## config.mk

```make
export PLATFORM = sky130hd
export DESIGN_NAME = sm83_irq_ctrl_flat
export DESIGN_NICKNAME = d
export VERILOG_FILES = /design/src/rtl/sm83_irq_pkg.sv /design/src/rtl/sm83_irq_ctrl_if.sv /design/src/rtl/sm83_irq_prio.sv /design/src/rtl/sm83_irq_ctrl.sv /design/src/flat_wrapper.sv
export SDC_FILE = /design/constraint.sdc
export NUM_CORES = 1
export LEC_CHECK = 0
export ABC_AREA = 1
export CORE_MARGIN = 1.5
export CORE_UTILIZATION = 43
export DETAILED_ROUTE_END_ITERATION = 10
export PLACE_DENSITY_LB_ADDON = 0.2
export SYNTH_ARGS = -nofsm -noshare
export SYNTH_HDL_FRONTEND = slang
export SYNTH_SLANG_ARGS = --single-unit
```

## constraint.sdc

```tcl
create_clock -name clk -period 1.59 [get_ports clk]
set_input_delay 0.318 -clock clk [delete_from_list [all_inputs] [get_ports clk]]
set_output_delay 0.318 -clock clk [all_outputs]
set_load 0.02 [all_outputs]
```

## src/rtl/sm83_irq_pkg.sv

```systemverilog
// Shared types and constants for the sm83 interrupt controller.
package sm83_irq_pkg;

    typedef enum logic [1:0] {
        RUN  = 2'd0,
        HALT = 2'd1,
        DISP = 2'd2
    } irq_state_e;

    localparam int DISP_STEPS  = 5;
    localparam int CANCEL_STEP = 2;

    typedef logic [2:0] disp_step_t;

endpackage

```

## src/rtl/sm83_irq_ctrl_if.sv

```systemverilog
// Bus between the sm83 core/IF owner (master) and the interrupt controller (slave).
interface sm83_irq_ctrl_if #(
    parameter int NUM_IRQS  = 8,
    parameter int ADR_WIDTH = 16
);
    import sm83_irq_pkg::*;

    logic                 mcyc_end;
    logic                 instr_end;
    logic [NUM_IRQS-1:0]  irq;
    logic [NUM_IRQS-1:0]  ie;
    logic                 ctl_ei;
    logic                 ctl_di;
    logic                 ctl_reti;
    logic                 ctl_halt;

    logic                 take_int;
    disp_step_t           disp_step;
    logic [ADR_WIDTH-1:0] vector;
    logic [NUM_IRQS-1:0]  iack;
    logic                 halted;
    logic                 halt_bug;
    logic                 ime;

    modport master (
        output mcyc_end, instr_end, irq, ie, ctl_ei, ctl_di, ctl_reti, ctl_halt,
        input  take_int, disp_step, vector, iack, halted, halt_bug, ime
    );

    modport slave (
        input  mcyc_end, instr_end, irq, ie, ctl_ei, ctl_di, ctl_reti, ctl_halt,
        output take_int, disp_step, vector, iack, halted, halt_bug, ime
    );

endinterface

```

## src/rtl/sm83_irq_prio.sv

```systemverilog
// Lowest-index-first priority encoder: index, one-hot grant and any-request flag.
module sm83_irq_prio #(
    parameter int N     = 8,
    parameter int SEL_W = 3
) (
    input  logic [N-1:0]     req,
    output logic [SEL_W-1:0] sel,
    output logic [N-1:0]     grant,
    output logic             any
);

    // Scan from the top so the lowest set index is the last (winning) write.
    always_comb begin
        sel   = '0;
        grant = '0;
        for (int i = N - 1; i >= 0; i--) begin
            if (req[i]) begin
                sel      = SEL_W'(i);
                grant    = '0;
                grant[i] = 1'b1;
            end
        end
    end

    assign any = |req;

endmodule

```

## src/rtl/sm83_irq_ctrl.sv

```systemverilog
// sm83 interrupt controller: IME/EI delay, HALT and HALT bug, 5 M-cycle dispatch.
// Define SM83_IRQ_SYNC_EN to put a two-flop synchroniser on every irq line.
module sm83_irq_ctrl
    import sm83_irq_pkg::*;
#(
    parameter int NUM_IRQS   = 8,
    parameter int ADR_WIDTH  = 16,
    parameter int VEC_BASE   = 'h0040,
    parameter int VEC_STRIDE = 8
) (
    input  logic                 clk,
    input  logic                 reset,
    sm83_irq_ctrl_if.slave       bus
);

    localparam int SEL_W = (NUM_IRQS > 1) ? $clog2(NUM_IRQS) : 1;

    logic [NUM_IRQS-1:0]  irq_eff;
    logic [NUM_IRQS-1:0]  pend;
    logic [SEL_W-1:0]     sel;
    logic [NUM_IRQS-1:0]  grant;
    logic                 any;

`ifdef SM83_IRQ_SYNC_EN
    logic [NUM_IRQS-1:0]  irq_s1;
    logic [NUM_IRQS-1:0]  irq_s2;

    always_ff @(posedge clk) begin
        if (reset) begin
            irq_s1 <= '0;
            irq_s2 <= '0;
        end else begin
            irq_s1 <= bus.irq;
            irq_s2 <= irq_s1;
        end
    end

    assign irq_eff = irq_s2;
`else
    assign irq_eff = bus.irq;
`endif

    assign pend = irq_eff & bus.ie;

    sm83_irq_prio #(
        .N     (NUM_IRQS),
        .SEL_W (SEL_W)
    ) u_prio (
        .req   (pend),
        .sel   (sel),
        .grant (grant),
        .any   (any)
    );

    irq_state_e           state,     state_nxt;
    logic                 ime,       ime_nxt;
    logic                 ei_delay,  ei_delay_nxt;
    disp_step_t           disp_step, disp_step_nxt;
    logic [ADR_WIDTH-1:0] vector,    vector_nxt;
    logic [NUM_IRQS-1:0]  grant_lat, grant_lat_nxt;
    logic [NUM_IRQS-1:0]  iack,      iack_nxt;
    logic                 halt_bug,  halt_bug_nxt;

    logic                 boundary;
    logic [ADR_WIDTH-1:0] vec_calc;

    assign boundary = bus.mcyc_end & bus.instr_end;
    assign vec_calc = ADR_WIDTH'(VEC_BASE) + ADR_WIDTH'(VEC_STRIDE) * ADR_WIDTH'(sel);

    always_ff @(posedge clk) begin
        if (reset) begin
            state     <= RUN;
            ime       <= 1'b0;
            ei_delay  <= 1'b0;
            disp_step <= '0;
            vector    <= '0;
            grant_lat <= '0;
            iack      <= '0;
            halt_bug  <= 1'b0;
        end else begin
            state     <= state_nxt;
            ime       <= ime_nxt;
            ei_delay  <= ei_delay_nxt;
            disp_step <= disp_step_nxt;
            vector    <= vector_nxt;
            grant_lat <= grant_lat_nxt;
            iack      <= iack_nxt;
            halt_bug  <= halt_bug_nxt;
        end
    end

    always_comb begin
        state_nxt     = state;
        ime_nxt       = ime;
        ei_delay_nxt  = ei_delay;
        disp_step_nxt = disp_step;
        vector_nxt    = vector;
        grant_lat_nxt = grant_lat;
        iack_nxt      = '0;
        halt_bug_nxt  = 1'b0;

        unique case (state)
            RUN: begin
                if (boundary) begin
                    if (bus.ctl_di) begin
                        ime_nxt      = 1'b0;
                        ei_delay_nxt = 1'b0;
                    end else if (bus.ctl_ei) begin
                        ei_delay_nxt = 1'b1;
                    end else if (bus.ctl_reti) begin
                        ime_nxt = 1'b1;
                    end else if (ei_delay) begin
                        ime_nxt      = 1'b1;
                        ei_delay_nxt = 1'b0;
                    end

                    // Tests the pre-boundary ime, so the instruction after EI runs uninterrupted.
                    if (ime && any) begin
                        state_nxt     = DISP;
                        ime_nxt       = 1'b0;
                        ei_delay_nxt  = 1'b0;
                        disp_step_nxt = '0;
                    end else if (bus.ctl_halt) begin
                        if (!ime && any)
                            halt_bug_nxt = 1'b1;
                        else
                            state_nxt = HALT;
                    end
                end
            end

            HALT: begin
                if (bus.mcyc_end && any) begin
                    if (ime) begin
                        state_nxt     = DISP;
                        ime_nxt       = 1'b0;
                        ei_delay_nxt  = 1'b0;
                        disp_step_nxt = '0;
                    end else begin
                        state_nxt = RUN;
                    end
                end
            end

            DISP: begin
                if (bus.mcyc_end) begin
                    // Late re-sample: a request dropped before here cancels the acknowledge.
                    if (disp_step == disp_step_t'(CANCEL_STEP)) begin
                        grant_lat_nxt = grant;
                        vector_nxt    = any ? vec_calc : '0;
                    end
                    if (disp_step == disp_step_t'(DISP_STEPS - 1)) begin
                        iack_nxt      = grant_lat;
                        state_nxt     = RUN;
                        disp_step_nxt = '0;
                    end else begin
                        disp_step_nxt = disp_step + disp_step_t'(1);
                    end
                end
            end

            default: state_nxt = RUN;
        endcase
    end

    assign bus.take_int  = (state == DISP);
    assign bus.halted    = (state == HALT);
    assign bus.disp_step = disp_step;
    assign bus.vector    = vector;
    assign bus.iack      = iack;
    assign bus.halt_bug  = halt_bug;
    assign bus.ime       = ime;

endmodule

```

## src/flat_wrapper.sv

```systemverilog
// flat-port wrapper written by rule: the top's interface ports become plain ports
module sm83_irq_ctrl_flat import sm83_irq_pkg::*;
#(
    parameter int NUM_IRQS   = 8,
    parameter int ADR_WIDTH  = 16,
    parameter int VEC_BASE   = 'h0040,
    parameter int VEC_STRIDE = 8
)
  (clk, reset, bus_mcyc_end, bus_instr_end, bus_irq, bus_ie, bus_ctl_ei, bus_ctl_di, bus_ctl_reti, bus_ctl_halt, bus_take_int, bus_disp_step, bus_vector, bus_iack, bus_halted, bus_halt_bug, bus_ime);
  sm83_irq_ctrl_if #(.NUM_IRQS(NUM_IRQS), .ADR_WIDTH(ADR_WIDTH)) bus_i ();
  input  logic clk;
  input  logic reset;
  input wire logic [$bits(bus_i.mcyc_end)-1:0] bus_mcyc_end;
  input wire logic [$bits(bus_i.instr_end)-1:0] bus_instr_end;
  input wire logic [$bits(bus_i.irq)-1:0] bus_irq;
  input wire logic [$bits(bus_i.ie)-1:0] bus_ie;
  input wire logic [$bits(bus_i.ctl_ei)-1:0] bus_ctl_ei;
  input wire logic [$bits(bus_i.ctl_di)-1:0] bus_ctl_di;
  input wire logic [$bits(bus_i.ctl_reti)-1:0] bus_ctl_reti;
  input wire logic [$bits(bus_i.ctl_halt)-1:0] bus_ctl_halt;
  output wire logic [$bits(bus_i.take_int)-1:0] bus_take_int;
  output wire logic [$bits(bus_i.disp_step)-1:0] bus_disp_step;
  output wire logic [$bits(bus_i.vector)-1:0] bus_vector;
  output wire logic [$bits(bus_i.iack)-1:0] bus_iack;
  output wire logic [$bits(bus_i.halted)-1:0] bus_halted;
  output wire logic [$bits(bus_i.halt_bug)-1:0] bus_halt_bug;
  output wire logic [$bits(bus_i.ime)-1:0] bus_ime;
  assign bus_i.mcyc_end = bus_mcyc_end;
  assign bus_i.instr_end = bus_instr_end;
  assign bus_i.irq = bus_irq;
  assign bus_i.ie = bus_ie;
  assign bus_i.ctl_ei = bus_ctl_ei;
  assign bus_i.ctl_di = bus_ctl_di;
  assign bus_i.ctl_reti = bus_ctl_reti;
  assign bus_i.ctl_halt = bus_ctl_halt;
  assign bus_take_int = bus_i.take_int;
  assign bus_disp_step = bus_i.disp_step;
  assign bus_vector = bus_i.vector;
  assign bus_iack = bus_i.iack;
  assign bus_halted = bus_i.halted;
  assign bus_halt_bug = bus_i.halt_bug;
  assign bus_ime = bus_i.ime;
  sm83_irq_ctrl #(.NUM_IRQS(NUM_IRQS), .ADR_WIDTH(ADR_WIDTH), .VEC_BASE(VEC_BASE), .VEC_STRIDE(VEC_STRIDE)) u_core (.clk(clk), .reset(reset), .bus(bus_i));
endmodule
```

Word level (Yosys, flattened, before mapping)
Cells that the tools add are included.
{ "word_totals": {"in_bits": 24, "out_inout_bits": 31, "romBits": 0, "ramBits": 0, "ff_bits": 40, "latch_bits": 0, "elab_cells": 98, "mem_count": 0} }
{ "classes": {"bitwise": 8, "n_div": 0, "n_reduce_logical": 15, "n_eq_ne": 15, "shift": 0, "multipliers": 0, "order_cmp": 0, "muxes": 50, "n_addsub": 2} }
{ "op_table": {"columns": ["operator", "n"], "rows": [
  ["two-way mux 8 bit", 8],
  ["two-way mux 3 bit", 14],
  ["two-way mux 16 bit", 1],
  ["two-way mux 2 bit", 8],
  ["two-way mux 1 bit", 15],
  ["AND reduction 6 bit", 2],
  ["!= test 2 x 1 -> 1 bit (second input constant)", 5],
  ["AND reduction 5 bit", 2],
  ["case mux 3 bit (3 select lines)", 1],
  ["adder 7 x 6 -> 8 bit (first input constant)", 1],
  ["AND 8 bit", 1],
  ["OR reduction 8 bit", 1],
  ["!= test 3 x 2 -> 1 bit (second input constant)", 2],
  ["NOT 1 bit", 6],
  ["case mux 2 bit (3 select lines)", 1],
  ["!= test 5 x 3 -> 1 bit (second input constant)", 1],
  ["!= test 5 x 4 -> 1 bit (second input constant)", 1],
  ["OR reduction 5 bit", 1],
  ["!= test 4 x 3 -> 1 bit (second input constant)", 1],
  ["case mux 1 bit (2 select lines)", 2],
  ["OR reduction 4 bit", 1],
  ["adder 3 x 1 -> 3 bit (second input constant)", 1],
  ["== test 3 x 2 -> 1 bit (second input constant)", 1],
  ["== test 3 bit (second input constant)", 1],
  ["10 further kinds", 12]
]} }

Logic depth before layout (Yosys ltp)
Gate-level depths: netlist of run 1.
{ "depth": {"ltp_word": 11, "mapped_depth": 10} }

Cells and area by module
Synthesis of run 1 repeated with hierarchy kept, for this count alone.
{ "unflattened": {"hier_cells": 240, "area_unflattened_um2": 1577.8} }
{ "by_module_without_submodules": {"columns": ["mod", "cells_each", "instances", "seq_area_each_um2", "area_per_inst_um2"], "rows": [
  ["sm83_irq_ctrl", 208, 1, 560.5, 1387.6],
  ["sm83_irq_prio", 32, 1, 0.0, 190.2]
]} }

Worst setup path before layout of run 1
Ideal clock, no wire load.
{ "synth_path": {"kind": "register -> register", "startpoint": "register u_core.disp_step[0], in the netlist u_core.bus.disp_step[0]", "endpoint": "register u_core.state[1]", "slack_ns": 0.123, "synth_period_minus_slack_ns": 1.467, "path_buffers": 0, "stages_incl_launch_ff": 11, "arrival_time_ns": 1.352, "path_cell_list": "dfxtp_1 -> inv_1 -> ha_1 -> nand2_1 -> inv_1 -> nor2_1 -> nor2_2 -> nand3_1 -> nand3_1 -> nand2_1 -> nor2_1"} }
{ "synth_between": {"elab_chain_len": 3} }
{ "synth_rtl": {"columns": ["element", "line", "rtl"], "rows": [
  ["start, declared", "sm83_irq_ctrl.sv:58", "disp_step_t disp_step, disp_step_nxt;"],
  ["start signal, assigned", "sm83_irq_ctrl.sv:84", "disp_step <= disp_step_nxt;"],
  ["== test 3 bit", "sm83_irq_ctrl.sv:152", "if (disp_step == disp_step_t'(DISP_STEPS - 1)) begin"],
  ["!= test 2 x 1 -> 1 bit (no line)", null, null],
  ["AND reduction 6 bit (no line)", null, null],
  ["end signal, assigned", "sm83_irq_ctrl.sv:81", "state <= state_nxt;"],
  ["end, declared", "sm83_irq_ctrl.sv:55", "irq_state_e state, state_nxt;"]
]} }
Every way passes these cells.
A chain may end at the register's enable or synchronous reset.

Final worst setup path of run 1
{ "layout_path": {"startpoint": "input bus_irq[0]", "endpoint": "register u_core.state[1]"} }
{ "layout_between": {"elab_chain_len": 6, "word_cells_on_any_way": 12, "cone_classes": "eq/ne: 3; mux: 3; bitwise: 1; reduce/logical: 5"} }
{ "layout_rtl": {"columns": ["element", "line", "rtl"], "rows": [
  ["start, declared", "flat_wrapper.sv:15", "input wire logic [$bits(bus_i.irq)-1:0] bus_irq;"],
  ["AND 8 bit (*)", "sm83_irq_ctrl.sv:43", "assign pend = irq_eff & bus.ie;"],
  ["OR reduction 8 bit (*)", "sm83_irq_prio.sv:25", "assign any = |req;"],
  ["logical AND 1 bit", "sm83_irq_ctrl.sv:118", "if (ime && any) begin"],
  ["two-way mux 2 bit", "sm83_irq_ctrl.sv:118", null],
  ["two-way mux 2 bit", "sm83_irq_ctrl.sv:104", "if (boundary) begin"],
  ["case mux 2 bit (3 select lines)", "sm83_irq_ctrl.sv:102", "unique case (state)"]
]} }
Mark *: on every way between the ends. The rest lies on a longest branch, timed or not. The select of a mux whose other input is x is not followed.

==> metrics.md, run 1 <==
| Metric | Value |
|---|---|
| Syn Area/Cell | 7.06 um^2 |
| Hold Path Cell Cnt | 2 |
| Outcome | finished clean |
| Worst R2R Start | u_core.state[1] |
| Area grow syn2layout | 46.9% |
| Congestion Overflow GR | 0 |
| CTS clk-pin slew, worst paths | 140 ps |
| Critical Path Max Stage Delay | 420 ps |
| Met2 wire len | 1.63 mm |
| Antenna diodes | 0 |
| Clk_skew | 1.46 ps |
| Maximum number of pins on one net before global-route repair | 16 |
| CP most frequent cell | nand2_2 |
| Seq/Total Area, Yosys | 0.391 |
| Post-synthesis cell area | 1430 um^2 |
| # fillers | 290 |
| Routed len/inst | 10.9 um |
| Starting density of the core | 0.462 |
| Most frequent cells in the layout | nand2_1, buf_4, dfxtp_1 |
| Placed cell areas | 2050 um^2 |
| Reg area | 563 um^2 |
| Top post-synthesis cells by area | dfxtp_1, nand2_1, a21oi_1, nor2_1, buf_4 |
| Worst Path Arrival | 1700 ps |
| Post-synthesis async set-or-reset flop share | 0 |
| GRT Resource Usage Total | 0.206 |
| Remaining antenna violation count after routing | 0 |
| H-tree Lvls | 1 |
| Die area | 3690 um^2 |
| Min-Delay Path Class | reg -> reg |
| Synth Warn # | 0 |
| Hold Startpoint | u_core.grant_lat[5] |
| Commonest non-fill, non-tap cell in the layout | nand2_1 |
| Pwr Density | 640 nW/um^2 |
| Sink of the worst hold path | u_core.bus.iack[5] |
| Number of synthesized register bits | 28 |
| Slowest-stage cell, CP | clkdlybuf4s50_1 |
| Startpoint types | input port |
| Critical Path Start | bus_irq[0] |
| DP Worst Slack | -238 ps |
| Row count | 20 |
| RSZ-0062 raised after global routing | no |
| Synthesized instance count | 203 |
| First-pass GRT wire length | 5.77 mm |
| Core area | 3100 um^2 |
| Io pins | 55 |
| WL met3 | 160 um |
| Cells along the critical path | clkdlybuf4s50_1 > nand2_1 > nand2_2 > nor2_2 > nand2_2 > buf_4 > o21ai_0 > inv_1 > a21oi_1 > nor2_1 |
| R2R Setup Slk | 150 ps |
| Post-synthesis cell type count | 28 |
| Post-route cell area | 2110 um^2 |
| Crit. End Element | flop |
| Routed WL | 3.48 mm |
| Clock Tree Root | clkbuf_4 |
| Peak supply drop | 342 uV |
| MaxCap Viol Count | 0 |
| Vias per cell | 4.64 |
| Synth area leader | dfxtp_1 |
| Part of the cycle the worst path needs | 0.924 |
| Final Hold Violating Endpoints | 0 |
| Worst-skew pair later-pin latency | 320 ps |
| Initial DRT Pass Iterations | 4 |
| Max Used Layer | met4 |
| Total CTS buffers | 3 |
| Layout Nets | 302 |
| Initial DRC count | 55 |
| Worst r2r path cells | 9 |
| GPL Wtd Cong | 0.897 |
| Worst setup margin | 121 ps |
| Clock Path Buffers | 2 |
| Initial antenna violation count | 0 |
| Reg2reg end | u_core.ei_delay |
| Die height | 60.7 um |
| Vias in the first global route | 1359 |
| Wl on met1 | 1.65 mm |
| EDFF count, synth | 0 |
| DPL Wire Length | 2.82 mm |
| Req. time, crit path | 1820 ps |
| # setup viols final | 0 |
| Post-CTS Hold Buffers | 0 |
| CP Max Fanout | 6 |
| Tmin final | 1470 ps |
| Top-area cell type share of the netlist area | 0.391 |
| Share of post-route cells with drive strength above 1 | 0.201 |
| Final Max Tran Viols | 0 |
| CTS tree | done |
| TritonCTS sink count | 28 |
| Crit Path Class | in -> reg |
| Max frequency | 681 MHz |
| Port Buffers | 42 |
| Multi-input gate area in the final layout | 736 um^2 |
| Leakage | 0.00105 uW |
| DRC viols | 0 |
| Ys flop type | dfxtp_1 |
| Die Width | 60.7 um |
| Via count | 1475 |
cell usage after synthesis (3+ instances only):
| cell | count |
|---|---|
| nor2_1 | 25 |
| buf_4 | 12 |
| nand3_1 | 13 |
| inv_1 | 24 |
| nand4_1 | 6 |
| dfxtp_1 | 28 |
| nand2_2 | 7 |
| o21ai_0 | 7 |
| a21oi_1 | 20 |
| ha_1 | 3 |
| nand2_1 | 39 |
| nor2_2 | 3 |
report_power, final:
group / internal (uW) / switching (uW) / leakage [uW]
Combinational: 134 / 156 / 0.000800
Sequential: 711 / 7.50 / 0.000227
Clock: 140 / 201 / 0.0000210
Total: 986 / 364 / 0.00105
registers in the layout, indices dropped and copies added (netlist names):
name,count
u_core.bus.halt_bug,1
u_core.bus.iack,8
u_core.state,2
u_core.bus.disp_step,3
u_core.bus.vector,4
u_core.grant_lat,8
u_core.ei_delay,1
u_core.bus.ime,1
layer usage:
layer	vias up	global-route usage
met5	-	0
met1	658	0.277
met4	0	0.0559
met2	38	0.353
li1	774	-
met3	5	0.0213
critical path: cells and delay by family:
family / cells / cell delay (ps)
AOI/OAI and AO/OA: 2 / 240
buffers and inverters: 3 / 630
and+or+nand+nor: 5 / 500
kinds of logic (layout without fill, tap and decap cells):
logic type,count (synthesis),after routing,share of synthesized area
buffers and inverters,40,100,0.138
other,1,12,0.00262
XOR/XNOR,1,1,0.00611
AND/OR/NAND/NOR,98,98,0.314
flip-flops,28,28,0.391
AO/OA/AOI/OAI,32,32,0.122
adder cells (fa/ha/maj),3,3,0.0262
stage by stage:
step,setup TNS (ps),hold WS (ps),utilization,std cells,total power (uW)
after floorplan,0,387,-,214,896
after global placement,-1220,412,0.662,313,1020
after detailed placement,-1620,417,0.662,313,1020
after CTS,0,439,0.669,317,1360
after global routing,0,468,0.679,318,1420
final,0,437,0.679,318,1350
area by class of cell:
class                   count  share of cell area
flip-flops and latches     28               0.267
multi-input cells         146               0.349
inverters                  26              0.0469
clock buffers               4              0.0172
well taps                  44              0.0261
repair buffers             70               0.293
worst max-delay path by stage:
stage	endpoint	slack [ps]
final	u_core.state[1]	120
after global routing	u_core.bus.vector[4]	2
after global placement	u_core.bus.ime	-190
after floorplan	u_core.state[1]	120
after CTS	bus_iack[0]	7
after detailed placement	u_core.state[1]	-240
repair_timing:
item | in CTS | in global routing
resized for setup | 16 | 13
setup endpoints to repair | 14 | 17
setup buffers | 0 | 1
gates cloned | 0 | 0
(Power assumes the default switching activity.)
==> run 2, diff against run 1 <==
==> constraint.sdc (replaced) <==
create_clock -name clk -period 1.5 [get_ports clk]
set_input_delay 0.3 -clock clk [delete_from_list [all_inputs] [get_ports clk]]
set_output_delay 0.3 -clock clk [all_outputs]
set_load 0.02 [all_outputs]
==> metrics.md, run 2 (synthesis gave the netlist of run 1 again) <==
| Metric | Value |
|---|---|
| Outcome | finished clean (unchanged) |
| Worst r2r path cells | 9 (unchanged) |
| Leakage | 0.00103 uW (was 0.00105 uW) |
| Maximum number of pins on one net before global-route repair | 17 (was 16) |
| GPL Wtd Cong | 0.958 (was 0.897) |
| Crit Path Class | in -> reg (unchanged) |
| P_sw | 409 uW (was 364 uW) |
| Most frequent cells in the layout | nand2_1, buf_4, dfxtp_1 (unchanged) |
| Die Width | 60.7 um (unchanged) |
| Worst Path Arrival | 1690 ps (was 1700 ps) |
| Internal power | 1180 uW (was 986 uW) |
| Setup_tns | 0 ps (unchanged) |
| # fillers | 292 (was 290) |
| Starting density of the core | 0.462 (unchanged) |
| Routed len/inst | 11.1 um (was 10.9 um) |
| Final Hold Violating Endpoints | 0 (unchanged) |
| CTS clk-pin slew, worst paths | 140 ps (about the same) |
| Commonest non-fill, non-tap cell in the layout | nand2_1 (unchanged) |
| Req. time, crit path | 1750 ps (was 1820 ps) |
| Startpoint types | input port (unchanged) |
| GR Layer Usage met1 | 0.280 (was 0.277) |
| Max frequency | 690 MHz |
| Placed cells | 316 (was 313) |
| CP Max Fanout | 7 (was 6) |
| Final Max Tran Viols | 0 (unchanged) |
| MaxCap Viol Count | 0 (unchanged) |
| Cells along the critical path | clkdlybuf4s50_1 > nand2_1 > nand2_2 > nor2_4 > nand2_4 > nand3_2 > nand2_2 > buf_4 > a31oi_1 > nor2_1 (was clkdlybuf4s50_1 > nand2_1 > nand2_2 > nor2_2 > nand2_2 > buf_4 > o21ai_0 > inv_1 > a21oi_1 > nor2_1) |
| Tmin final | 1450 ps |
| Worst setup margin | 51.2 ps (was 121 ps) |
| Post-route cell area | 2190 um^2 (was 2110 um^2) |
| Sw frac | 0.257 (was 0.270) |
| Part of the cycle the worst path needs | 0.966 |
| Vias in the first global route | 1288 (was 1359) |
| CTS tree | done (unchanged) |
| WP buf/inv | 2 (was 3) |
| DPL Wire Length | 2.76 mm (was 2.82 mm) |
| GRT Max-Usage Layer | met2 (unchanged) |
| CP most frequent cell | nand2_2 (unchanged) |
| Routed WL | 3.56 mm (was 3.48 mm) |
| Worst-skew pair later-pin latency | 330 ps (was 320 ps) |
| Critical Path Max Stage Delay | 420 ps (about the same) |
| DP Worst Slack | -302 ps (was -238 ps) |
| Reg area | 566 um^2 (was 563 um^2) |
| Io pins | 55 (unchanged) |
| TritonCTS sink count | 28 (unchanged) |
| Post-CTS Hold Buffers | 0 (unchanged) |
| Remaining antenna violation count after routing | 0 (unchanged) |
| RSZ-0062 raised after global routing | yes (was no) |
| R2R Setup Slk | 100 ps (was 150 ps) |
| Kind of cell adding the most delay to the critical path | simple AND/OR/NAND/NOR gates (was buffers and inverters) |
| Via count | 1515 (was 1475) |
| Initial antenna violation count | 0 (unchanged) |
| Peak supply drop | 722 uV (was 342 uV) |
| Min-Delay Path Class | reg -> reg (unchanged) |
| # setup viols final | 0 (unchanged) |
| Initial DRC count | 67 (was 55) |
| Clock Tree Root | clkbuf_4 (unchanged) |
| Crit. End Element | flop (unchanged) |
| Clk_skew | 3.02 ps (was 1.46 ps) |
| Hold Startpoint | u_core.grant_lat[4] (was u_core.grant_lat[5]) |
| Area grow syn2layout | 53.1% (was 46.9%) |
| Clk network pwr share | 0.308 (was 0.253) |
| Row count | 20 (unchanged) |
| Share of post-route cells with drive strength above 1 | 0.255 (was 0.201) |
| Multi-input gate area in the final layout | 793 um^2 (was 736 um^2) |
| Placed cell areas | 2080 um^2 (was 2050 um^2) |
| Port Buffers | 42 (unchanged) |
| CP Depth | 10 (unchanged) |
| Reg2reg end | u_core.state[1] (was u_core.ei_delay) |
| Pwr Density | 725 nW/um^2 (was 640 nW/um^2) |
| Critical Path Start | bus_irq[0] (unchanged) |
| Clock Path Buffers | 2 (unchanged) |
| DRC viols | 0 (unchanged) |
| Critical path endpoint | u_core.bus.disp_step[0] (was u_core.state[1]) |
| Slowest-stage cell, CP | clkdlybuf4s50_1 (unchanged) |
| Initial DRT Pass Iterations | 6 (was 4) |
| Congestion Overflow GR | 0 (unchanged) |
| Non-filler cells, final | 322 (was 318) |
| Met3 Track Usage GR | 0.0554 (was 0.0213) |
| Comb pwr share | 0.215 (about the same) |
| Worst R2R Start | u_core.bus.disp_step[0] (was u_core.state[1]) |
| Core area | 3100 um^2 (unchanged) |
| Top Registers | u_core.bus.iack (8), u_core.grant_lat (8), u_core.bus.vector (4) (unchanged) |
| Antenna diodes | 0 (unchanged) |
| H-tree Lvls | 1 (unchanged) |
| Die height | 60.7 um (unchanged) |
| Seq pwr share | 0.477 (was 0.532) |
| GRT Resource Usage Total | 0.207 (was 0.206) |
| GR met2 Demand/Resource | 0.329 (was 0.353) |
| Layout Nets | 306 (was 302) |
| Die area | 3690 um^2 (unchanged) |
| Total CTS buffers | 3 (unchanged) |
| First-pass GRT wire length | 5.67 mm (was 5.77 mm) |
| Vias per cell | 4.70 (was 4.64) |
-- run 2: worst min-delay path, stage by stage (launching register included) --
cell	delay [ps]
dfxtp_1	340
inv_1	50
nor2_1	30
-- run 2: what timing repair did --
action / in CTS / in global routing
setup endpoints to repair: 19 / 23
pin swaps: 0 / 2
buffers inserted: 0 / 2
resized for setup: 23 / 26
-- run 2: area by class of cell --
type | count | area share
multi-input combinational | 146 | 0.361
timing repair buffer | 74 | 0.287
sequential | 28 | 0.258
inverter | 26 | 0.0450
tap | 44 | 0.0251
clock inverter | 1 | 0.0137
clock buffer | 3 | 0.0103
-- run 2: how the worst min path moves through the flow --
stage          cells past startpoint                 endpoint  slack (ps)
3_5_place_dp                       2       u_core.bus.iack[4]         420
6_report                           2       u_core.bus.iack[4]         440
4_1_cts                            2       u_core.bus.iack[4]         440
5_1_grt                            2       u_core.bus.iack[4]         460
3_3_place_gp                       2       u_core.bus.iack[7]         410
2_1_floorplan                      1  u_core.bus.disp_step[1]         370
-- run 2: metrics by stage --
step	hold slack (ps)	total power (uW)	utilization
finish	440	1590	0.707
global route	460	1680	0.707
CTS	439	1570	0.680
detailed placement	418	1090	0.669
global placement	414	1080	0.669
floorplan	369	950	-
-- run 2: power by group through the flow --
stage	clock (uW)	sequential [uW]	combinational, uW
6_report	491	759	342
5_1_grt	545	760	376
3_3_place_gp	0	774	308
2_1_floorplan	0	782	168
3_5_place_dp	0	774	312
4_1_cts	497	758	310
-- run 2: layer usage --
metal / wire, um / up-vias
met1: 1600 / 674
li1: - / 781
met5: 0 / -
met4: 6 / 0
met3: 226 / 2
met2: 1730 / 58
==> patch 1: new RTL, flow settings as in run 1 <==
Encoding of `irq_state_e`: now one-hot (3 bits for 3 states).
--- a/src/rtl/sm83_irq_pkg.sv
+++ b/src/rtl/sm83_irq_pkg.sv
@@ -3,6 +3,6 @@
 
-    typedef enum logic [1:0] {
-        RUN  = 2'd0,
-        HALT = 2'd1,
-        DISP = 2'd2
+    typedef enum logic [2:0] {
+        RUN  = 3'b001,
+        HALT = 3'b010,
+        DISP = 3'b100
     } irq_state_e;
Behaviour: no difference found for any inputs over 10 cycles, from zero or initial values and one cycle with reset high; not proved beyond that.
==> patch 1 against run 1 <==
Area after synthesis grew 9.7%. Sequential cell count rose by 1. Final cell count grew 9.4%. Wire length is 7.0% higher. Clock skew increased by 0.013 ns. Synthesized cell count increased by 11%. Largest cell class unchanged. Die area is 9.2% higher. Critical path depth shrank 9. Setup slack got worse by 0.078 ns. Maximum frequency down 5.0%. Design area grew 10%.
Power is not compared: it rests on default switching activity, and its combinational part moved more than twofold at a synthesized area within 25%.
==> patch 1: results (changes against run 1) <==
** Clocking
- Number of CTS-inserted buffers :: 5 (was 3)
- The clock-pin slew on the worst setup and hold paths was 0.10 ns (was 0.14 ns).
- The number of gates given a new drive strength after cts came to 10 (was 16).

** Critical path
- The origin of the critical flop-to-flop path is u_core.bus.disp_step[0] (was u_core.state[1]).
- Worst reg-to-reg path cell count :: 8 (was 9)
- The worst setup path startpoint is u_core.bus.iack[0] (was bus_irq[0]).
- The highest cell delay on the worst timing path came to 0.59 ns (was 0.42 ns).
- Worst endpoint data arrival time :: 1.23 ns (was 1.70 ns)
- The worst-path maximum fanout was 1 (was 6).

** Synth
- Leading cell types by count after synthesis: 46 x nand2_1, 29 x dfxtp_1, 27 x nor2_1 (was 39 x nand2_1, 28 x dfxtp_1, 25 x nor2_1).
- Number of distinct library cells after synthesis :: 31 (was 28)
- The portion of the post-synthesis area used by sequential elements was 36.9% (was 39.1%).
- Dominant cells by area after synthesis :: dfxtp_1 37%, nand2_1 11%, nor2_1 6.4% (was dfxtp_1 39%, nand2_1 10%, a21oi_1 7.0%)

** Placement
- Post-place setup slack :: -0.253 ns (was -0.238 ns)
- Port buffer count :: 42 (unchanged)
- Hpwl dp :: 2750 um (was 2820 um)
- The final weighted congestion in routability-driven placement was 0.896 (was 0.897).
- The cell area after placement came to 2180 sq um (was 2050 sq um).

** Route
- First DRT Iteration DRCs :: 79 (was 55)
- The detailed-routed wire length on met2 was 1640 um (was 1630 um).
- The routed length per placed instance is 10.7 um (was 10.9 um).
- The via density per instance is 4.61 (was 4.64).
- Routed met3 length :: 175 um (was 160 um)

** Global route
- M3 GR Usage :: 3.93% (was 2.13%)
- Largest net degree at the start of global routing :: 13 (was 16)
- Global-route met1 utilization :: 27.2% (was 27.7%)
- Wire length of the first global-routing pass :: 6380 um (was 5770 um)
- The total routing resource utilization after global routing was 19.8% (was 20.6%).
- The met2 layer usage reported by global route was 30.8% (was 35.3%).

** Final layout
- Share of post-route cells with drive strength above 1 :: 24.8% (was 20.1%)
- The filler cell count in the final layout came to 316 (was 290).
- Number of nets in the layout :: 328 (was 302)

** Worst hold path
- Hold Path Cell Cnt :: 2 (unchanged)
- Start point of the worst hold path :: u_core.grant_lat[5] (unchanged)

** Outcome
- Outcome :: finished, final reports clean (unchanged)

** STA
- The setup clock skew after layout came to 0.0148 ns (was 0.00146 ns).
-- patch 1: changes by cell type after synthesis, moves of 2 or more --
cell     delta
nand2_1     +7
inv_2       +6
nand3_1     +3
nand2_4     +2
nand3_2     +2
nor2_1      +2
o21ai_0     -2
o21ai_1     +2
-- patch 1: per-stage QoR --
step,cells,hold slack (ns),util (%)
final,348,0.432,67.9
after global routing,348,0.459,67.9
after CTS,344,0.432,65.5
after detailed placement,336,0.416,63.8
after global placement,336,0.415,63.8
after floorplan,237,0.396,-
-- patch 1: worst paths after layout --
kind                          to  slack [ns]
min reg2reg   u_core.bus.iack[5]        0.43
max                  bus_iack[0]        0.04
max reg2reg  u_core.grant_lat[6]        0.09
min           u_core.bus.iack[5]        0.43
-- patch 1: power by group --
part           switching [mW]  total, mW  internal [mW]
clock network           0.281      0.537          0.256
registers              0.0625      0.864          0.801
logic                   0.580      0.965          0.385
-- patch 1: area by class of cell --
| cell class | instances | area (sq um) | share of cell area, % |
|---|---|---|---|
| Inverter | 31 | 116 | 5.02 |
| Clock buffer | 7 | 65.1 | 2.81 |
| Sequential cell | 29 | 584 | 25.2 |
| Timing Repair Buffer | 72 | 643 | 27.7 |
| Clock inverter | 1 | 5.00 | 0.216 |
| Tap cell | 46 | 57.6 | 2.48 |
| Multi-Input combinational cell | 162 | 847 | 36.5 |
-- patch 1: kinds of logic after synthesis --
| group | after synthesis | share of synthesized area, % |
|---|---|---|
| DFF | 29 | 36.9 |
| buffers and inverters | 46 | 14.2 |
| and+or+nand+nor | 114 | 34.5 |
| adders and majority gates | 3 | 2.39 |
| xor gates and xnor gates | 1 | 0.557 |
| AOI/OAI and AO/OA | 32 | 11.2 |
| other | 1 | 0.238 |
==> patch 2: new RTL, flow settings as in run 1 <==
Made on the original files. `NUM_IRQS` is set to 8 in 3 places; all go to 4.
--- a/src/rtl/sm83_irq_ctrl_if.sv
+++ b/src/rtl/sm83_irq_ctrl_if.sv
@@ -2,3 +2,3 @@
 interface sm83_irq_ctrl_if #(
-    parameter int NUM_IRQS  = 8,
+    parameter int NUM_IRQS  = 4,
     parameter int ADR_WIDTH = 16
--- a/src/rtl/sm83_irq_ctrl.sv
+++ b/src/rtl/sm83_irq_ctrl.sv
@@ -5,3 +5,3 @@
 #(
-    parameter int NUM_IRQS   = 8,
+    parameter int NUM_IRQS   = 4,
     parameter int ADR_WIDTH  = 16,
--- a/src/flat_wrapper.sv
+++ b/src/flat_wrapper.sv
@@ -3,3 +3,3 @@
 #(
-    parameter int NUM_IRQS   = 8,
+    parameter int NUM_IRQS   = 4,
     parameter int ADR_WIDTH  = 16,
Ports: changed (resized bus_iack, bus_ie and bus_irq); port bits go from 55 to 43. No check against the original RTL was run, so the function may have changed too.
==> patch 2 against run 1 <==
Wire length fell by 25%. Setup slack got worse by 0.077 ns. Count of clock-buffer cells in the layout unchanged. Sequential cell count down 9. Total power grew 0.13%. Die area shrank 22%. First-iteration DRC count fell by 33%. Via count down 21%. Clock skew up 0.012 ns. Design area is 26% lower. Synthesized cell count down 19%. Area after synthesis fell by 23%. Critical path type is now flip-flop to output pin.
==> patch 2: results (changes against run 1) <==
** Outcome
- Outcome :: finished, final reports clean (unchanged)

** Route
- The detailed-routed wire length on met2 came to 1220 um (was 1630 um).
- Total number of vias :: 1163 (was 1475)
- The total wire length was 2610 um (was 3480 um).
- First DRT Iteration DRCs :: 37 (was 55)
- Detailed-route wire length on metal 1 :: 1180 um (was 1650 um)
- Routed met3 length :: 191 um (was 160 um)
- Detail-routed via count per cell :: 4.79 (was 4.64)

** Pwr
- The static power due to leakage was 0.810 nW (was 1.05 nW).
- The maximum vdd drop was 0.875 mV (was 0.342 mV).

** Critical path
- The origin of the critical flop-to-flop path is u_core.bus.disp_step[0] (was u_core.state[1]).
- Crit Path Max Fanout :: 1 (was 6)
- The highest cell delay on the worst timing path is 0.60 ns (was 0.42 ns).
- The worst setup path startpoint is u_core.bus.halt_bug (was bus_irq[0]).
- Top delay family on crit path :: buffers and inverters (unchanged)
- The data arrival at the endpoint of the critical path was 1.23 ns (was 1.70 ns).

** Final layout
- Largest registers in the final layout: u_core.bus.iack (4), u_core.grant_lat (4) (was u_core.bus.iack (8), u_core.grant_lat (8), u_core.bus.vector (4)).
- The net count reported at finish is 233 (was 302).
- The ratio of cells with drive above 1 in the final layout was 15.5% (was 20.1%).

** Placement
- Post-place setup slack :: -0.277 ns (was -0.238 ns)
- Total placed cells including tap cells :: 239 (was 313)
- The number of input and output port buffers inserted was 29 (was 42).
- The final weighted congestion in routability-driven placement is 0.918 (was 0.897).
- The total half-perimeter wirelength after legalization and detailed placement is 2060 um (was 2820 um).
- The cell area after placement came to 1510 sq um (was 2050 sq um).

** Global route
- Largest net degree at the start of global routing :: 11 (was 16)
- The total routing resource utilization after global routing came to 18.7% (was 20.6%).
- Vias in the first global route :: 919 (was 1359)
- Wire length of the first global-routing pass :: 3890 um (was 5770 um)

** Clocking
- Clock Latency Late Sink :: 0.31 ns
- The clock-pin slew on the worst setup and hold paths came to 0.11 ns (was 0.14 ns).
- Number of CTS-inserted buffers :: 3 (unchanged)
- The number of gates given a new drive strength after cts was 6 (was 16).

** Worst hold path
- The start point of the worst min-delay path was u_core.grant_lat[1] (was u_core.grant_lat[5]).

** Synth
- Syn_area_per_cell :: 6.73 sq um (was 7.06 sq um)
- Leading cell types by count after synthesis :: 37 x nand2_1, 21 x nor2_1, 20 x inv_1 (was 39 x nand2_1, 28 x dfxtp_1, 25 x nor2_1)
- Number of distinct library cells after synthesis :: 21 (was 28)
- The portion of the post-synthesis area used by sequential elements was 34.5% (was 39.1%).
- Dominant cells by area after synthesis :: dfxtp_1 34%, nand2_1 13%, buf_4 8.8% (was dfxtp_1 39%, nand2_1 10%, a21oi_1 7.0%)

** STA
- Maximum clock skew at final layout :: 0.0130 ns (was 0.00146 ns)
[patch 2: cell types whose count changed in the layout (fill, tap and decap cells not counted), moves of 6 or more]
| cell | before | now |
|---|---|---|
| nand3_1 | 11 | 18 |
| nor2_1 | 24 | 18 |
| dlygate4sd2_1 | 12 | 5 |
| a21oi_1 | 20 | 12 |
| dfxtp_1 | 26 | 19 |
| nand4_1 | 6 | 0 |
| buf_4 | 28 | 18 |
[patch 2: layout make-up]
type                    count  area, sq um
clock buffers               4         26.3
fillers                   230          887
inverters                  20         75.1
multi-input cells         123          617
flip-flops and latches     19          380
well taps                  30         37.5
repair buffers             47          432
[patch 2: cell families after synthesis]
logic type               Yosys count  synth area share [%]
AO/OA/AOI/OAI                     22                  11.6
adder cells (fa/ha/maj)            3                  3.40
buffers and inverters             34                  16.0
flip-flops                        19                  34.5
other                              1                 0.340
AND/OR/NAND/NOR                   85                  34.2
[patch 2: path summary, 6_finish.rpt]
check | endpoint | slack, ns | cells past startpoint
hold / removal | u_core.bus.iack[1] | 0.44 | 2
setup reg to reg | u_core.state[1] | 0.10 | 10
setup / recovery | bus_halt_bug | 0.04 | 1
hold reg to reg | u_core.bus.iack[1] | 0.44 | 2
[patch 2: power by group]
part / leakage, nW / switching [mW] / internal (mW) / total [mW]
Sequential: 0.154 / 0.0207 / 0.508 / 0.529
Clock: 0.0150 / 0.151 / 0.0980 / 0.249
Combinational: 0.642 / 0.341 / 0.232 / 0.573
Total: 0.810 / 0.513 / 0.838 / 1.35
[patch 2: per-layer routing]
layer | GRT usage, % | vias up
met5 | 0 | -
met4 | 4.70 | 0
met3 | 6.39 | 4
met2 | 30.9 | 39
met1 | 23.2 | 519
li1 | - | 601
[patch 2: worst min-delay path, cell delays in order (launching register included)]
cell and delay [ns]:
dfxtp_1 0.32, inv_1 0.05, nor2_1 0.03
